[config.mk]
export PLATFORM = sky130hd
export DESIGN_NAME = learn_sweep_sched
export DESIGN_NICKNAME = d
export VERILOG_FILES = /design/src/rtl/learn_sweep_sched_pkg.sv /design/src/rtl/learn_sweep_sched_peak_track.sv /design/src/rtl/learn_sweep_sched.sv
export SDC_FILE = /design/constraint.sdc
export NUM_CORES = 1
export LEC_CHECK = 0
export BUFFER_PORTS_ARGS = -buffer_cell sky130_fd_sc_hd__buf_2
export CAP_MARGIN = 5
export CORE_UTILIZATION = 58
export CTS_BUF_LIST = sky130_fd_sc_hd__clkbuf_8
export DETAILED_ROUTE_END_ITERATION = 8
export GPL_ROUTABILITY_DRIVEN = 0
export GPL_TIMING_DRIVEN = 1
export HOLD_SLACK_MARGIN = 0.12
export MAX_ROUTING_LAYER = met4
export PLACE_DENSITY_LB_ADDON = 0.08
export SYNTH_ARGS = -nofsm -noshare
export SYNTH_HDL_FRONTEND = slang
export SYNTH_SLANG_ARGS = --single-unit
[constraint.sdc]
create_clock -name clk_50m -period 2.71 [get_ports clk_50m]
set_input_delay 0.4065 -clock clk_50m [delete_from_list [all_inputs] [get_ports clk_50m]]
set_output_delay 0.4065 -clock clk_50m [all_outputs]
set_load 0.01 [all_outputs]
[src/rtl/learn_sweep_sched_pkg.sv]
// Shared types, constants and helpers for the learn-mode sweep sequencer.
package learn_sweep_sched_pkg;

    // Default timing for a 50 MHz clock
    localparam int SETTLE_1MS   = 50000;
    localparam int MEAS_TO_40MS = 2000000;

    // One-hot sequencer states
    typedef enum logic [6:0] {
        S_IDLE   = 7'b000_0001,
        S_ENTER  = 7'b000_0010,
        S_SETTLE = 7'b000_0100,
        S_MEAS   = 7'b000_1000,
        S_STORE  = 7'b001_0000,
        S_STEP   = 7'b010_0000,
        S_FINISH = 7'b100_0000
    } sweep_state_t;

    // Step index width; at least one bit so a single-point sweep still has an address
    function automatic int step_idx_w(input int n_steps);
        return (n_steps > 1) ? $clog2(n_steps) : 1;
    endfunction

    function automatic int max_int(input int a, input int b);
        return (a > b) ? a : b;
    endfunction

endpackage

[src/rtl/learn_sweep_sched_peak_track.sv]
// Peak tracker: remembers the largest stored amplitude of the current sweep and
// the step index where it was first seen.
module sweep_peak_track
    import learn_sweep_sched_pkg::*;
#(
    parameter int AMP_W = 16,
    parameter int IDX_W = 6
) (
    input  logic             clk_50m,
    input  logic             rst,
    input  logic             clr,
    input  logic             upd,
    input  logic [AMP_W-1:0] amp,
    input  logic [IDX_W-1:0] idx,
    output logic [AMP_W-1:0] peak_amp,
    output logic [IDX_W-1:0] peak_idx
);

    // Clear at sweep start; strictly-greater compare keeps the earliest index on ties
    always_ff @(posedge clk_50m or posedge rst) begin
        if (rst) begin
            peak_amp <= '0;
            peak_idx <= '0;
        end else if (clr) begin
            peak_amp <= '0;
            peak_idx <= '0;
        end else if (upd && (amp > peak_amp)) begin
            peak_amp <= amp;
            peak_idx <= idx;
        end
    end

endmodule

[src/rtl/learn_sweep_sched.sv]
// Learn-mode sweep sequencer: enables learn mode, steps the DDS tone, waits for
// settling, requests one amplitude measurement per step, stores it and tracks the peak.
module learn_sweep_sched
    import learn_sweep_sched_pkg::*;
#(
    parameter int N_STEPS    = 50,
    parameter int SETTLE_CYC = SETTLE_1MS,
    parameter int ENTER_CYC  = 16,
    parameter int NF_HIGH    = 4,
    parameter int MEAS_TO    = MEAS_TO_40MS,
    parameter int AMP_W      = 16
) (
    input  logic                              clk_50m,
    input  logic                              rst,
    input  logic                              start,
    input  logic                              abort,
    output logic                              learn_en,
    output logic                              next_freq,
    output logic                              meas_start,
    input  logic                              meas_valid,
    input  logic [AMP_W-1:0]                  meas_amp,
    output logic                              wr_en,
    output logic [step_idx_w(N_STEPS)-1:0]    wr_addr,
    output logic [AMP_W-1:0]                  wr_data,
    output logic                              busy,
    output logic                              done,
    output logic [AMP_W-1:0]                  peak_amp,
    output logic [step_idx_w(N_STEPS)-1:0]    peak_idx,
    output logic                              to_err
);

    localparam int IDX_W   = step_idx_w(N_STEPS);
    localparam int CNT_MAX = max_int(max_int(SETTLE_CYC, MEAS_TO), max_int(ENTER_CYC, NF_HIGH + 1));
    localparam int CNT_W   = $clog2(CNT_MAX + 1);

    localparam logic [IDX_W-1:0] LAST_IDX   = IDX_W'(N_STEPS - 1);
    localparam logic [CNT_W-1:0] ENTER_LAST = CNT_W'(ENTER_CYC - 1);
    localparam logic [CNT_W-1:0] SETL_LAST  = CNT_W'(SETTLE_CYC - 1);
    localparam logic [CNT_W-1:0] MEAS_LAST  = CNT_W'(MEAS_TO - 1);
    localparam logic [CNT_W-1:0] NF_CYC     = CNT_W'(NF_HIGH);

    sweep_state_t     state_q, state_d;
    logic [CNT_W-1:0] cnt_q;
    logic [IDX_W-1:0] idx_q;
    logic [AMP_W-1:0] amp_q;
    logic             to_err_q;

    logic sweep_go;
    logic meas_take;
    logic meas_timeout;
    logic step_exit;

    assign sweep_go     = (state_q == S_IDLE) && start && !abort;
    assign meas_take    = (state_q == S_MEAS) && (state_d == S_STORE);
    assign meas_timeout = meas_take && !meas_valid;
    assign step_exit    = (state_q == S_STEP) && (state_d == S_SETTLE);

    // State register
    // NOTE: clocked state uses non-blocking assignments so every register samples pre-edge values.
    always_ff @(posedge clk_50m or posedge rst) begin
        if (rst) state_q <= S_IDLE;
        else     state_q <= state_d;
    end

    // Next-state and Moore outputs; abort overrides everything, including start in IDLE
    // NOTE: every output gets a default first so no path leaves a latch behind.
    always_comb begin
        state_d    = state_q;
        learn_en   = 1'b0;
        busy       = 1'b0;
        next_freq  = 1'b0;
        meas_start = 1'b0;
        wr_en      = 1'b0;
        done       = 1'b0;
        case (state_q)
            S_IDLE: begin
                if (start) state_d = S_ENTER;
            end
            S_ENTER: begin
                learn_en = 1'b1;
                busy     = 1'b1;
                if (cnt_q == ENTER_LAST) state_d = S_SETTLE;
            end
            S_SETTLE: begin
                learn_en = 1'b1;
                busy     = 1'b1;
                if (cnt_q == SETL_LAST) state_d = S_MEAS;
            end
            S_MEAS: begin
                learn_en   = 1'b1;
                busy       = 1'b1;
                meas_start = (cnt_q == '0);
                if (meas_valid || (cnt_q == MEAS_LAST)) state_d = S_STORE;
            end
            S_STORE: begin
                learn_en = 1'b1;
                busy     = 1'b1;
                wr_en    = 1'b1;
                state_d  = (idx_q == LAST_IDX) ? S_FINISH : S_STEP;
            end
            S_STEP: begin
                learn_en  = 1'b1;
                busy      = 1'b1;
                next_freq = (cnt_q < NF_CYC);
                if (cnt_q == NF_CYC) state_d = S_SETTLE;
            end
            S_FINISH: begin
                done    = 1'b1;
                state_d = S_IDLE;
            end
            default: state_d = S_IDLE;
        endcase
        if (abort) state_d = S_IDLE;
    end

    // Shared cycle counter: restarts on every state entry, parked at zero in IDLE
    always_ff @(posedge clk_50m or posedge rst) begin
        if (rst)                                          cnt_q <= '0;
        else if ((state_d != state_q) || (state_q == S_IDLE)) cnt_q <= '0;
        else                                              cnt_q <= cnt_q + 1'b1;
    end

    // Step index: cleared on start, advanced when STEP hands over to SETTLE
    always_ff @(posedge clk_50m or posedge rst) begin
        if (rst)            idx_q <= '0;
        else if (sweep_go)  idx_q <= '0;
        else if (step_exit) idx_q <= idx_q + 1'b1;
    end

    // Measurement latch and sticky timeout flag
    always_ff @(posedge clk_50m or posedge rst) begin
        if (rst) begin
            amp_q    <= '0;
            to_err_q <= 1'b0;
        end else begin
            if (meas_take)         amp_q    <= meas_valid ? meas_amp : '0;
            if (sweep_go)          to_err_q <= 1'b0;
            else if (meas_timeout) to_err_q <= 1'b1;
        end
    end

    assign wr_addr = idx_q;
    assign wr_data = amp_q;
    assign to_err  = to_err_q;

    sweep_peak_track #(
        .AMP_W (AMP_W),
        .IDX_W (IDX_W)
    ) u_peak (
        .clk_50m  (clk_50m),
        .rst      (rst),
        .clr      (sweep_go),
        .upd      (wr_en),
        .amp      (amp_q),
        .idx      (idx_q),
        .peak_amp (peak_amp),
        .peak_idx (peak_idx)
    );

endmodule

==> run metrics <==
status=finished, violations left; failing checks=DRC; via count=3379; clock sinks=73; Synthesis Warnings=0; post-layout power=2.304 mW; Slew HR=59.87%; first-pass GRT wire length=15280 µm; hpwl dp=6107 µm; cell taking the most area after synthesis=dfrtp_1; period utilisation layout=99.43%; Routed WL per cell=15.14 µm; R2R depth=8; minimum clock period=2.695 ns; CTS H-tree lvls=3; clock latency on the worst-skew pair=0.36 ns; biggest cell delay along the critical path=0.50 ns; area grow syn2layout=19.20%; global-route total usage across every layer=28.33%; Area contributors post-synth=dfrtp_1 46%, nand3_1 6.5%, ha_1 6.4%, o21ai_0 6.0%, nor2_1 4.8%; Setup WS pre-CTS=0.1141 ns; non-filler cells, final=594; Seq pwr share=48.9%; Hold WC Path Type=input port to register; setup violators final=0; CP max-delay cell=or4b_4; I/O pin total=72; drt pass-1 iters=6; number of synthesized register bits=73; crit-path max FO=3; root buffer cell=clkbuf_8; CP startpoint kind=register; vias in the first global route=3345; antenna violations before repair=0; Die Footprint=0.007060 mm²; largest net degree at the start of global routing=47; input/output buffers=71; gr ovfl total=0; Reg2Reg Capture Point=wr_addr[4]; setup ws final=0.01545 ns; Slew @ Worst Pin=0.6011 ns; Pleak=2.153 nW; Synth Net Count=478; Crit. End Element=output pin; DRC=18; Switching Share=25.10%; Synth async-reset ratio=100.0%; Reg2Reg Launch Point=cnt_q[13]; Initial DRC Count=199; Worst Path Arrival=2.29 ns; Initial Util=60.76%; crit path from=cnt_q[13]; Yosys top cell area share=46.17%; count leader, synth=dfrtp_1; switching pwr=0.5782 mW; antenna-violating nets left=0; Storage cell area=0.001828 mm²; most frequent cells after synthesis=72 x dfrtp_1, 51 x nand3_1, 50 x nor2_1; Gate Count Post-Synth=437; Logic pwr share=8.4%; Die Y=84.03 µm; Multi-input gate area=0.001829 mm²; CTS Buf Count=9; CP required=2.30 ns; hold_ws=0.2775 ns; Cell Rows=29; dpl cell area=0.004364 mm²; cell area after synthesis=0.003902 mm²; Main synth FF type=dfrtp_1; sequential share of the synthesized area=46.84%; drt via density=5.689; Cell Chain, Critical Path=or3_4 -> or4b_4 -> or2_4 -> nor4_4 -> buf_2; placed cell count=574; PwrDens=495.2 mW/mm²; Avg Cell Area, Syn=8.930 µm²; layout cell share with drive strength beyond 1=22.44%; clk slew on worst S/H paths=0.09 ns; VDD IR-drop max=0.0002921 V; Core Area=0.006422 mm²; number of synthesized flops with an enable pin=0; Worst Setup Path Type=register to output pin; reg2reg setup slack=0.11 ns; cell internal pwr=1.725 mW; Slew Viols, Final=0; distinct cell type count after synthesis=45; skew final=0.01426 ns; Final Cell Area=0.004652 mm²; fmax=0.3711 GHz; Clock Power Share=42.6%; CTS tree=built; Max-Cap Viols=0; Final Hold Vio Count=0; deepest clock path buffer count=2; # fillers=528; final WL=8996 µm; Ant. Diodes=0; worst setup path endpoint=next_freq; Final #Nets=553; Die Span X=84.03 µm; unrepaired setup endpoints after global routing=yes
routing by layer:
metal / routed length (µm) / vias to the layer above / GRT usage (%)
met1: 3851 / 1604 / 34.79
met3: 540 / 14 / 6.330
met4: 127 / 0 / 10.50
met2: 4476 / 117 / 45.98
li1: - / 1644 / -
met5: 0 / - / -
cells in the final DEF (no fill, tap or decap), types with 3 or more instances in the layout:
cell type,instances
dfrtp_1,72
buf_2,71
nand3_1,51
nor2_1,50
inv_1,48
o21ai_0,47
ha_1,20
nand2_1,14
a21oi_1,13
xnor2_1,13
nand4_1,12
nor3_1,12
buf_4,11
xor2_1,10
clkbuf_8,10
o211ai_1,4
nor4_1,4
or3_1,4
a211oi_1,3
mux2i_1,3
power by group through the flow:
stage               clock (mW)  combinational, mW  sequential, mW
global placement             0              0.188            1.15
CTS                      0.997              0.196            1.13
global route              1.05              0.218            1.13
floorplan                    0              0.113            1.15
detailed placement           0              0.192            1.15
finish                   0.982              0.194            1.13
critical path: cells and delay by family (launching register included):
| kind | cells | cell delay [ns] |
|---|---|---|
| buffers and inverters | 1 | 0.16 |
| and+or+nand+nor | 4 | 1.38 |
| DFF | 1 | 0.39 |
registers in the layout, indices dropped and copies added, names as in the netlist:
name             flops
wr_addr              6
cnt_q               21
u_peak.peak_amp     16
wr_data             16
state_q              7
u_peak.peak_idx      6
to_err               1
worst min path at each step:
stage	end	from	depth (start not counted)	slack, ns
global placement	to_err	to_err	2	0.47
detailed placement	to_err	to_err	2	0.48
floorplan	cnt_q[0]	cnt_q[0]	1	0.45
global route	wr_data[13]	meas_amp[13]	3	0.27
CTS	wr_data[7]	meas_amp[7]	3	0.27
finish	wr_data[7]	meas_amp[7]	3	0.28
logic make-up after synthesis:
kind of cell               count (synthesis)  share of synthesized area (%)
and+or+nand+nor                          170                          21.96
AOI/OAI and AO/OA                         77                          11.06
DFF                                       73                          46.84
buffers and inverters                     70                          7.502
xor gates and xnor gates                  23                          5.162
adders and majority gates                 20                          6.412
muxes                                      4                          1.058
timing repair:
item / in CTS / in global routing
gates resized for setup: 1 / 4
setup endpoints to repair: 2 / 6
cloned: 0 / 0
setup buffers: 3 / 0
pin swaps: 2 / 4
hold buffers: 1 / 0
hold endpoints to repair: 10 / 0
per-stage QoR:
stage	setup TNS (ns)	util, %
after floorplan	0	-
after global placement	0	67.95
after detailed placement	0	67.95
after CTS	0	72.08
final	0	72.43
after global routing	-0.08335	72.43
layout make-up:
class | instances | share of cell area, %
timing repair buffer | 85 | 10.49
tap | 77 | 2.071
clock inverter | 6 | 1.910
inverter | 49 | 3.954
sequential | 73 | 39.30
multi-input combinational | 294 | 39.32
clock buffer | 10 | 2.959
Power figures use the tool's default switching activity.
